**src/rtl/lsu_mem_initiator.sv**
```systemverilog
// lsu_mem_initiator: turns one load/store into one or two aligned, byte-enabled word accesses (build option LSU_MISALIGN_EN).
// Latency: resp_valid 2 cycles after accept (one word), 3 (word-spanning, LSU_MISALIGN_EN), 1 (rejected spanning access otherwise).
// Backpressure: req_ready is low for the whole access; responses cannot be stalled.
module lsu_mem_initiator #(
    parameter int DM_ADDRESS = 9,
    parameter int DATA_W     = 32
) (
    input  logic                  clk,
    input  logic                  rst_n,
    input  logic                  req_valid,
    output logic                  req_ready,
    input  logic                  req_we,
    input  logic [2:0]            req_funct3,
    input  logic [DM_ADDRESS-1:0] req_addr,
    input  logic [DATA_W-1:0]     req_wdata,
    output logic                  resp_valid,
    output logic [DATA_W-1:0]     resp_rdata,
    output logic                  resp_err,
    output logic [31:0]           mem_addr,
    output logic [DATA_W-1:0]     mem_wdata,
    output logic [3:0]            mem_wr,
    input  logic [DATA_W-1:0]     mem_rdata
);
    localparam int WI_W = DM_ADDRESS - 2;

    typedef enum logic [1:0] {
        S_IDLE = 2'd0,
        S_ACC0 = 2'd1,
`ifdef LSU_MISALIGN_EN
        S_ACC1 = 2'd2,
`endif
        S_DONE = 2'd3
    } state_t;

    state_t              state_q, state_d;
    logic                we_q, we_d;
    logic [2:0]          funct3_q, funct3_d;
    logic [1:0]          off_q, off_d;
    logic [WI_W-1:0]     word_q, word_d;
    logic [7:0]          mask_q, mask_d;
    logic [DATA_W-1:0]   wdata_q, wdata_d;
    logic [DATA_W-1:0]   resp_rdata_q, resp_rdata_d;
`ifdef LSU_MISALIGN_EN
    logic [DATA_W-1:0]   rdata0_q, rdata0_d;
    logic [WI_W-1:0]     word1;
`endif

    logic [3:0]          size_mask;
    logic [7:0]          req_mask;
    logic                span_q;
    logic                acc_err;
    logic [2*DATA_W-1:0] wide_wdata;
    logic [2*DATA_W-1:0] merged;
    logic [DATA_W-1:0]   aligned;
    logic [DATA_W-1:0]   load_ext;
    logic [DATA_W-1:0]   result;

    // Lane mask of the incoming request across the word pair {word+1, word}
    always_comb begin
        case (req_funct3[1:0])
            2'b00:   size_mask = 4'b0001;
            2'b01:   size_mask = 4'b0011;
            default: size_mask = 4'b1111;
        endcase
        req_mask = {4'b0000, size_mask} << req_addr[1:0];
    end

    assign span_q     = |mask_q[7:4];
    assign wide_wdata = {{DATA_W{1'b0}}, wdata_q} << {off_q, 3'b000};
`ifdef LSU_MISALIGN_EN
    assign acc_err = 1'b0;
    assign word1   = word_q + WI_W'(1);
`else
    assign acc_err = span_q;
`endif

    // State register
    always_ff @(posedge clk or negedge rst_n) begin
        if (!rst_n) state_q <= S_IDLE;
        else        state_q <= state_d;
    end

    // Next-state: IDLE -> ACC0 [-> ACC1] -> DONE -> IDLE; rejected spans jump to DONE
    always_comb begin
        state_d = state_q;
        case (state_q)
            S_IDLE: begin
                if (req_valid) begin
`ifdef LSU_MISALIGN_EN
                    state_d = S_ACC0;
`else
                    state_d = (|req_mask[7:4]) ? S_DONE : S_ACC0;
`endif
                end
            end
            S_ACC0: begin
`ifdef LSU_MISALIGN_EN
                state_d = span_q ? S_ACC1 : S_DONE;
`else
                state_d = S_DONE;
`endif
            end
`ifdef LSU_MISALIGN_EN
            S_ACC1:  state_d = S_DONE;
`endif
            S_DONE:  state_d = S_IDLE;
            default: state_d = S_IDLE;
        endcase
    end

    // Request latch on accept, first-word read capture, response hold register
    always_comb begin
        we_d         = we_q;
        funct3_d     = funct3_q;
        off_d        = off_q;
        word_d       = word_q;
        mask_d       = mask_q;
        wdata_d      = wdata_q;
        resp_rdata_d = resp_rdata_q;
        if (state_q == S_IDLE && req_valid) begin
            we_d     = req_we;
            funct3_d = req_funct3;
            off_d    = req_addr[1:0];
            word_d   = req_addr[DM_ADDRESS-1:2];
            mask_d   = req_mask;
            wdata_d  = req_wdata;
        end
        if (state_q == S_DONE) resp_rdata_d = result;
    end

`ifdef LSU_MISALIGN_EN
    // Word 0 of a split load arrives during ACC1
    always_comb begin
        rdata0_d = rdata0_q;
        if (state_q == S_ACC1) rdata0_d = mem_rdata;
    end

    // First-word read data register
    always_ff @(posedge clk or negedge rst_n) begin
        if (!rst_n) rdata0_q <= '0;
        else        rdata0_q <= rdata0_d;
    end
`endif

    // Request and response registers
    always_ff @(posedge clk or negedge rst_n) begin
        if (!rst_n) begin
            we_q         <= 1'b0;
            funct3_q     <= 3'b000;
            off_q        <= 2'b00;
            word_q       <= '0;
            mask_q       <= 8'h00;
            wdata_q      <= '0;
            resp_rdata_q <= '0;
        end else begin
            we_q         <= we_d;
            funct3_q     <= funct3_d;
            off_q        <= off_d;
            word_q       <= word_d;
            mask_q       <= mask_d;
            wdata_q      <= wdata_d;
            resp_rdata_q <= resp_rdata_d;
        end
    end

    // Load result: merge words, shift the addressed byte to lane 0, truncate and extend
    always_comb begin
        merged = {{DATA_W{1'b0}}, mem_rdata};
`ifdef LSU_MISALIGN_EN
        if (span_q) merged = {mem_rdata, rdata0_q};
`endif
        aligned = DATA_W'(merged >> {off_q, 3'b000});
        case (funct3_q[1:0])
            2'b00:   load_ext = {{(DATA_W-8){aligned[7] & ~funct3_q[2]}}, aligned[7:0]};
            2'b01:   load_ext = {{(DATA_W-16){aligned[15] & ~funct3_q[2]}}, aligned[15:0]};
            default: load_ext = aligned;
        endcase
        result = (we_q || acc_err) ? '0 : load_ext;
    end

    // Outputs decoded from state; memory port is quiet outside the access states
    always_comb begin
        req_ready  = (state_q == S_IDLE);
        resp_valid = (state_q == S_DONE);
        resp_err   = 1'b0;
        resp_rdata = resp_rdata_q;
        mem_addr   = 32'h0;
        mem_wdata  = '0;
        mem_wr     = 4'b0000;
        case (state_q)
            S_ACC0: begin
                mem_addr  = {{(32-DM_ADDRESS){1'b0}}, word_q, 2'b00};
                mem_wdata = DATA_W'(wide_wdata);
                mem_wr    = we_q ? mask_q[3:0] : 4'b0000;
            end
`ifdef LSU_MISALIGN_EN
            S_ACC1: begin
                mem_addr  = {{(32-DM_ADDRESS){1'b0}}, word1, 2'b00};
                mem_wdata = DATA_W'(wide_wdata >> DATA_W);
                mem_wr    = we_q ? mask_q[7:4] : 4'b0000;
            end
`endif
            S_DONE: begin
                resp_err   = acc_err;
                resp_rdata = result;
            end
            default: ;
        endcase
    end
endmodule

```
**config.mk**
```make
export PLATFORM = sky130hd
export DESIGN_NAME = lsu_mem_initiator
export DESIGN_NICKNAME = d
export VERILOG_FILES = /design/src/rtl/lsu_mem_initiator.sv
export SDC_FILE = /design/constraint.sdc
export NUM_CORES = 1
export LEC_CHECK = 0
export BUFFER_PORTS_ARGS = -buffer_cell sky130_fd_sc_hd__buf_4
export CAP_MARGIN = 10
export CORE_UTILIZATION = 53
export CTS_BUF_LIST = sky130_fd_sc_hd__clkbuf_4 sky130_fd_sc_hd__clkbuf_8 sky130_fd_sc_hd__clkbuf_16
export DETAILED_ROUTE_END_ITERATION = 10
export PLACE_DENSITY_LB_ADDON = 0.2
export SETUP_SLACK_MARGIN = 0.02
export SLEW_MARGIN = 10
export SYNTH_ARGS = -nofsm -noshare
export SYNTH_HDL_FRONTEND = slang
export SYNTH_SLANG_ARGS = --single-unit
export TNS_END_PERCENT = 50
```
**constraint.sdc**
```tcl
create_clock -name clk -period 7.5 [get_ports clk]
set_input_delay 2.25 -clock clk [delete_from_list [all_inputs] [get_ports clk]]
set_output_delay 2.25 -clock clk [all_outputs]
set_load 0.02 [all_outputs]
```
==> flow_summary.toml, run 1 <==
[run_status]
status = "finished clean"

[cells_and_area]
antenna_cells = 0
drive_gt1_frac = 0.302
mostFrequentLayoutCell = "buf_4"
area_growth_pct = 28.3
finalNetCount = 747
layout_common_cells = "161 x buf_4, 160 x nand2_1, 84 x dfrtp_1, 38 x nor2_1, 31 x mux2i_1"

[timing]
slew_headroom = 0.254
worst_pin_slew_ns = 1.12
fin_skew_ns = 0.0128
setup_viol = 0
worst_slack_ns = 1.23
finalHoldViolCount = 0
fin_crit_ns = 6.27
rsz0062_at_grt = "no"
period_share = 0.835
finalSetupTns_ns = 0
max_freq_ghz = 0.160
slew_viol_final = 0

[die]
dieArea_um2 = 9140
fp.dieW_um = 95.6
initial_core_util = 0.557
ioPinCount = 183
rows = 33
die_h_um = 95.6
design.core.area_um2 = 8340

[synth]
async_flop_share = 1.00
synth_edf_count = 0
synth_cells = 534
syn_area_per_cell_um2 = 8.69
synth_area_um2 = 4640
synth_ff_type = "dfrtp_1"
ys_seq_area_frac = 0.464
ys_seq_elements = 86
synth_cell_types = 36
ys_warn_count = 0

[global_route]
grt.overflow.total = 0
grt_pass1_vias = 4010
grt_use_total = 0.276
antenna_found_initial = 0
grt_start_max_net_pins = 87
grt_pass1_wl_mm = 19.2

[clock_tree]
cts_sinks = 86
cts_resized = 0
clock_latency_ns = 0.35
root_buffer = "clkbuf_8"
cts.clk_slew.worst_paths_ns = 0.08
post_cts.repair.setup_buffers = 0
hold_buffers = 0
cts_tree = "yes"
clock_path_buffers = 2
cts_buffers = 9
htree_levels = 3

[setup_path]
setup.worst_path.end_class = "primary output"
worst_path_max_delay_cell = "nor3b_1"
crit_top_cell = "buf_4"
critPathMaxStageDelay_ns = 0.83
worstPathArrival_ns = 4.02
required_ns = 5.25
crit_family = "simple AND/OR/NAND/NOR gates"
critPathLaunchType = "input pin"
crit_type = "in2out"
path_cells = "buf_4, mux4_2, nor3b_1, a21oi_1, o21ai_0, buf_4"
crit_fanout = 8
path_buf_inv = 2

[job]
timing.max_cap.violations = 0

[placed_design]
dpl.hpwl_mm = 8.80
place_ws_ns = 1.27
gp_congestion = 0.922
portBuffers = 157

[route]
viasPerCell = 5.37
antenna_left = 0
dr.pass1.iters = 4
wl_per_cell_um = 16.0
drcViolationCount = 0
vias = 4172
drt-initial-drc-count = 185
finalWirelength_mm = 12.4

[power]
p_leak_uw = 0.00310
power_density_nw_per_um2 = 421
ir_drop_mv = 0.241

[worst_hold_path]
hold_path.class = "reg2reg"
## report_power, final
part	switching, uW	internal, uW	leakage (uW)
combinational	749	543	0.00188
sequential	194	655	0.00110
clock	165	201	0.000113
## routing by layer
metal  share of wire  GRT usage
met5               0          0
met4           0.029      0.117
met3           0.071     0.0486
met2            0.49      0.466
met1            0.41      0.348
## layout make-up
| cell class | instances | area [um^2] |
|---|---|---|
| multi-input cells | 406 | 2220 |
| clock inverters | 5 | 81.3 |
| fillers | 661 | 2380 |
| repair buffers | 161 | 1210 |
| inverters | 3 | 11.3 |
| clock buffers | 11 | 145 |
| flip-flops and latches | 86 | 2150 |
| well taps | 105 | 131 |
## cell families (layout without fill, tap and decap cells)
kind of cell           count (synthesis)  count (layout)  synth area share
flip-flops                            86              86             0.464
other                                  1              25          0.000808
AO/OA/AOI/OAI                         92              92             0.137
AND/OR/NAND/NOR                      249             249             0.230
multiplexers                          40              40            0.0911
buffers and inverters                 66             180            0.0774
## metrics by stage
| step | hold slack, ns | total power, uW | std cells | instance area, um^2 | util |
|---|---|---|---|---|---|
| floorplan | 0.432 | 1680 | 558 | 4730 | - |
| global placement | 0.444 | 2110 | 761 | 5730 | 0.687 |
| detailed placement | 0.454 | 2150 | 761 | 5730 | 0.687 |
| CTS | 0.474 | 2520 | 777 | 5960 | 0.714 |
| global route | 0.496 | 2690 | 777 | 5960 | 0.714 |
| finish | 0.471 | 2510 | 777 | 5960 | 0.714 |
## worst paths after layout
kind	slack, ns	end	cells past startpoint	from
worst max-delay path	1.23	resp_rdata[15]	6	mem_rdata[23]
worst max register to register	4.57	resp_rdata_q[15]	5	off_q[0]
worst min-delay path	0.47	wdata_q[30]	2	wdata_q[30]
min in group asynchronous	2.09	resp_rdata_q[11]	1	rst_n
worst min register to register	0.47	wdata_q[30]	2	wdata_q[30]
max in group asynchronous	4.65	off_q[0]	1	rst_n
## registers in the layout, summed over array words and instances (netlist names)
register,count
funct3_q,3
mask_q,7
off_q,2
resp_rdata_q,32
state_q,2
wdata_q,32
we_q,1
word_q,7
## synthesized netlist by cell type, types with 2 or more instances
| cell | number | area share |
|---|---|---|
| nand2_1 | 161 | 0.13 |
| dfrtp_1 | 86 | 0.46 |
| nor2_1 | 38 | 0.031 |
| mux2i_1 | 31 | 0.067 |
| clkbuf_1 | 29 | 0.023 |
| o21ai_0 | 29 | 0.031 |
| buf_4 | 25 | 0.040 |
| a21oi_1 | 23 | 0.025 |
| a211oi_1 | 16 | 0.026 |
| and2_1 | 16 | 0.022 |
| nor2b_1 | 11 | 0.015 |
| a221o_2 | 10 | 0.024 |
| mux2_2 | 8 | 0.019 |
| nand3b_1 | 7 | 0.011 |
| a221o_1 | 6 | 0.013 |
| buf_1 | 5 | 0.0040 |
| and3_1 | 4 | 0.0054 |
| inv_1 | 3 | 0.0024 |
| nand2b_1 | 3 | 0.0040 |
| buf_2 | 2 | 0.0022 |
| buf_6 | 2 | 0.0049 |
| nand3_1 | 2 | 0.0022 |
| o31ai_1 | 2 | 0.0032 |
| or2_2 | 2 | 0.0027 |
| or3_1 | 2 | 0.0027 |
## worst min-delay path, delay by kind of cell (launching register included)
kind	cells	cell delay (ns)
DFF	1	0.34
and+or+nand+nor	2	0.10
Power figures use the tool's default switching activity.
==> run 2: changes to the inputs <==
- ABC_AREA: default -> 1
- CORE_UTILIZATION: 53 -> 50
- clock period: 7.5 -> 6.4 ns (I/O delays scaled with it)
==> run 2 against run 1 <==
Clock skew down 0.0069 ns. Clock power up 8.2%. Wire length up 1.0%. Largest power group unchanged. Register-to-register slack worse by 0.63 ns. Worst hold slack better by 0.010 ns. Sequential share of layout area down 0.72 points. Highest routed layer unchanged. Critical path depth up 2.
==> flow_summary.toml, run 2 <==
[run_status]
status = "finished clean"

[cells_and_area]
seqCellArea_um2 = 2150
area_growth_pct = 26.9
layout_common_cells = "321 x nand2_1, 161 x buf_4, 85 x dfrtp_1, 62 x nor2_1, 27 x nand3_1"
drive_gt1_frac = 0.235
multi_input_area_um2 = 2220
antenna_cells = 0
fin_area_um2 = 6070
finalNetCount = 882
reg_top3 = "resp_rdata_q (32), wdata_q (32)"
mostFrequentLayoutCell = "nand2_1"
fill_cells = 827

[die]
initial_core_util = 0.518
die_h_um = 99.8
rows = 35
ioPinCount = 183
dieArea_um2 = 9960
design.core.area_um2 = 9240
fp.dieW_um = 99.8

[placed_design]
placed_area_um2 = 5870
dpl.hpwl_mm = 9.12
portBuffers = 157
gp_congestion = 0.879

[clock_tree]
hold_buffers = 0
cts_sinks = 86
clock_path_buffers = 2
htree_levels = 3
cts_resized = 0
root_buffer = "clkbuf_8"
cts_buffers = 9
post_cts.repair.setup_buffers = 0
cts.clk_slew.worst_paths_ns = 0.09
clock_latency_ns = 0.34
cts_tree = "yes"

[synth]
synth_top_area_share = 0.450
ys_seq_elements = 86
synth.area.top_cells = "dfrtp_1 45%, nand2_1 25%, nor2_1 4.9%"
synth_edf_count = 0
synth_cell_types = 27
yosys.area.top_type = "dfrtp_1"
async_flop_share = 1.00
syn_area_per_cell_um2 = 7.16
synth_most_common_cell = "nand2_1"
synth_cells = 668
ys_warn_count = 0
ys_seq_area_frac = 0.450
synth_area_um2 = 4780
synth_commonest_cells = "321 x nand2_1, 86 x dfrtp_1, 62 x nor2_1"
synth_ff_type = "dfrtp_1"

[power]
p_int_uw = 1630
p_clk_frac = 0.125
sequentialPowerShare = 0.301
p_leak_uw = 0.00344
switching_share = 0.484
ir_drop_mv = 0.239
combPwrFrac = 0.574
power_density_nw_per_um2 = 520
p_sw_uw = 1530

[timing]
slew_viol_final = 0
finalSetupTns_ns = 0
finalHoldViolCount = 0
period_share = 0.772
rsz0062_at_grt = "no"
setup_viol = 0
fin_skew_ns = 0.00591
slew_headroom = 0.347
max_freq_ghz = 0.202
fin_crit_ns = 4.94
whs_ns = 0.481
worst_pin_slew_ns = 0.977

[global_route]
grt_pass1_wl_mm = 20.6
grt_use_total = 0.261
grt_pass1_vias = 4254
antenna_found_initial = 0
grt.overflow.total = 0
grt_start_max_net_pins = 58

[worst_hold_path]
hold_path.class = "reg2reg"

[setup_path]
crit_type = "in2out"
setup.worst_path.end_class = "primary output"
required_ns = 4.48
critPathLaunchType = "input pin"
crit_top_cell = "nand2_1"
path_cells = "buf_4, nand2_1, nand3_1, nand3_4, nand3_4, nand2_1, nand2_1, buf_4"
worstPathArrival_ns = 3.02
critPathMaxStageDelay_ns = 0.19
worst_path_max_delay_cell = "nand3_4"
crit_fanout = 16

[route]
wl_per_cell_um = 13.4
vias = 4666
dr.pass1.iters = 6
antenna_left = 0
drt-initial-drc-count = 263
finalWirelength_mm = 12.5
drcViolationCount = 0
viasPerCell = 4.99

[job]
timing.max_cap.violations = 0
run 2: changes by cell type after synthesis, sizes merged, moves of 17 or more:
cell and change:
clkbuf -17, inv +25, mux2i -23, nand2 +163, nand3 +27, nor2 +27
run 2: worst max-delay path: cells and delay by family:
family        cells  cell delay (ns)
simple gates      6             0.82
buf+inv           2             0.28
run 2: cells by family after synthesis:
group | count (synthesis) | synth area share
flops | 86 | 0.450
mux | 8 | 0.0167
buf+inv | 94 | 0.106
simple gates | 420 | 0.347
other cells | 1 | 0.000784
compound gates | 59 | 0.0800
run 2: final timing paths:
check	startpoint	to	slack, ns	depth (start not counted)
setup reg to reg	off_q[0]	resp_rdata_q[17]	3.94	8
min in group asynchronous	rst_n	wdata_q[27]	1.53	1
max in group asynchronous	rst_n	off_q[0]	3.85	2
hold reg to reg	resp_rdata_q[12]	resp_rdata_q[12]	0.48	2
hold / removal	resp_rdata_q[12]	resp_rdata_q[12]	0.48	2
setup / recovery	mem_rdata[23]	resp_rdata[17]	1.46	8
run 2: area by class of cell:
cell class,count,share of cell area
clock inverter,6,0.0113
inverter,32,0.0200
timing repair buffer,161,0.199
tap,129,0.0266
sequential,86,0.355
multi-input combinational,512,0.366
clock buffer,10,0.0227
run 2: power groups by stage:
stage | clock network, uW | logic [uW] | registers [uW]
after detailed placement | 0 | 1810 | 954
after floorplan | 0 | 1280 | 900
after global placement | 0 | 1780 | 947
final | 396 | 1810 | 949
after CTS | 402 | 1820 | 946
after global routing | 430 | 2000 | 980
run 2: metrics by stage:
step | total power [uW] | cells | util | worst slack [ns]
floorplan | 2180 | 692 | - | 1.80
global placement | 2730 | 920 | 0.635 | 1.55
detailed placement | 2770 | 920 | 0.635 | 1.48
CTS | 3170 | 936 | 0.657 | 1.48
global route | 3410 | 936 | 0.657 | 1.31
finish | 3160 | 936 | 0.657 | 1.46
run 2: routing by layer:
layer / share of wire / vias up / routed length, um / global-route usage
met5: 0 / - / 0 / 0
met4: 0.019 / 0 / 243 / 0.0848
met3: 0.071 / 21 / 894 / 0.0369
met2: 0.46 / 190 / 5760 / 0.404
met1: 0.45 / 2144 / 5640 / 0.378
li1: - / 2311 / - / -
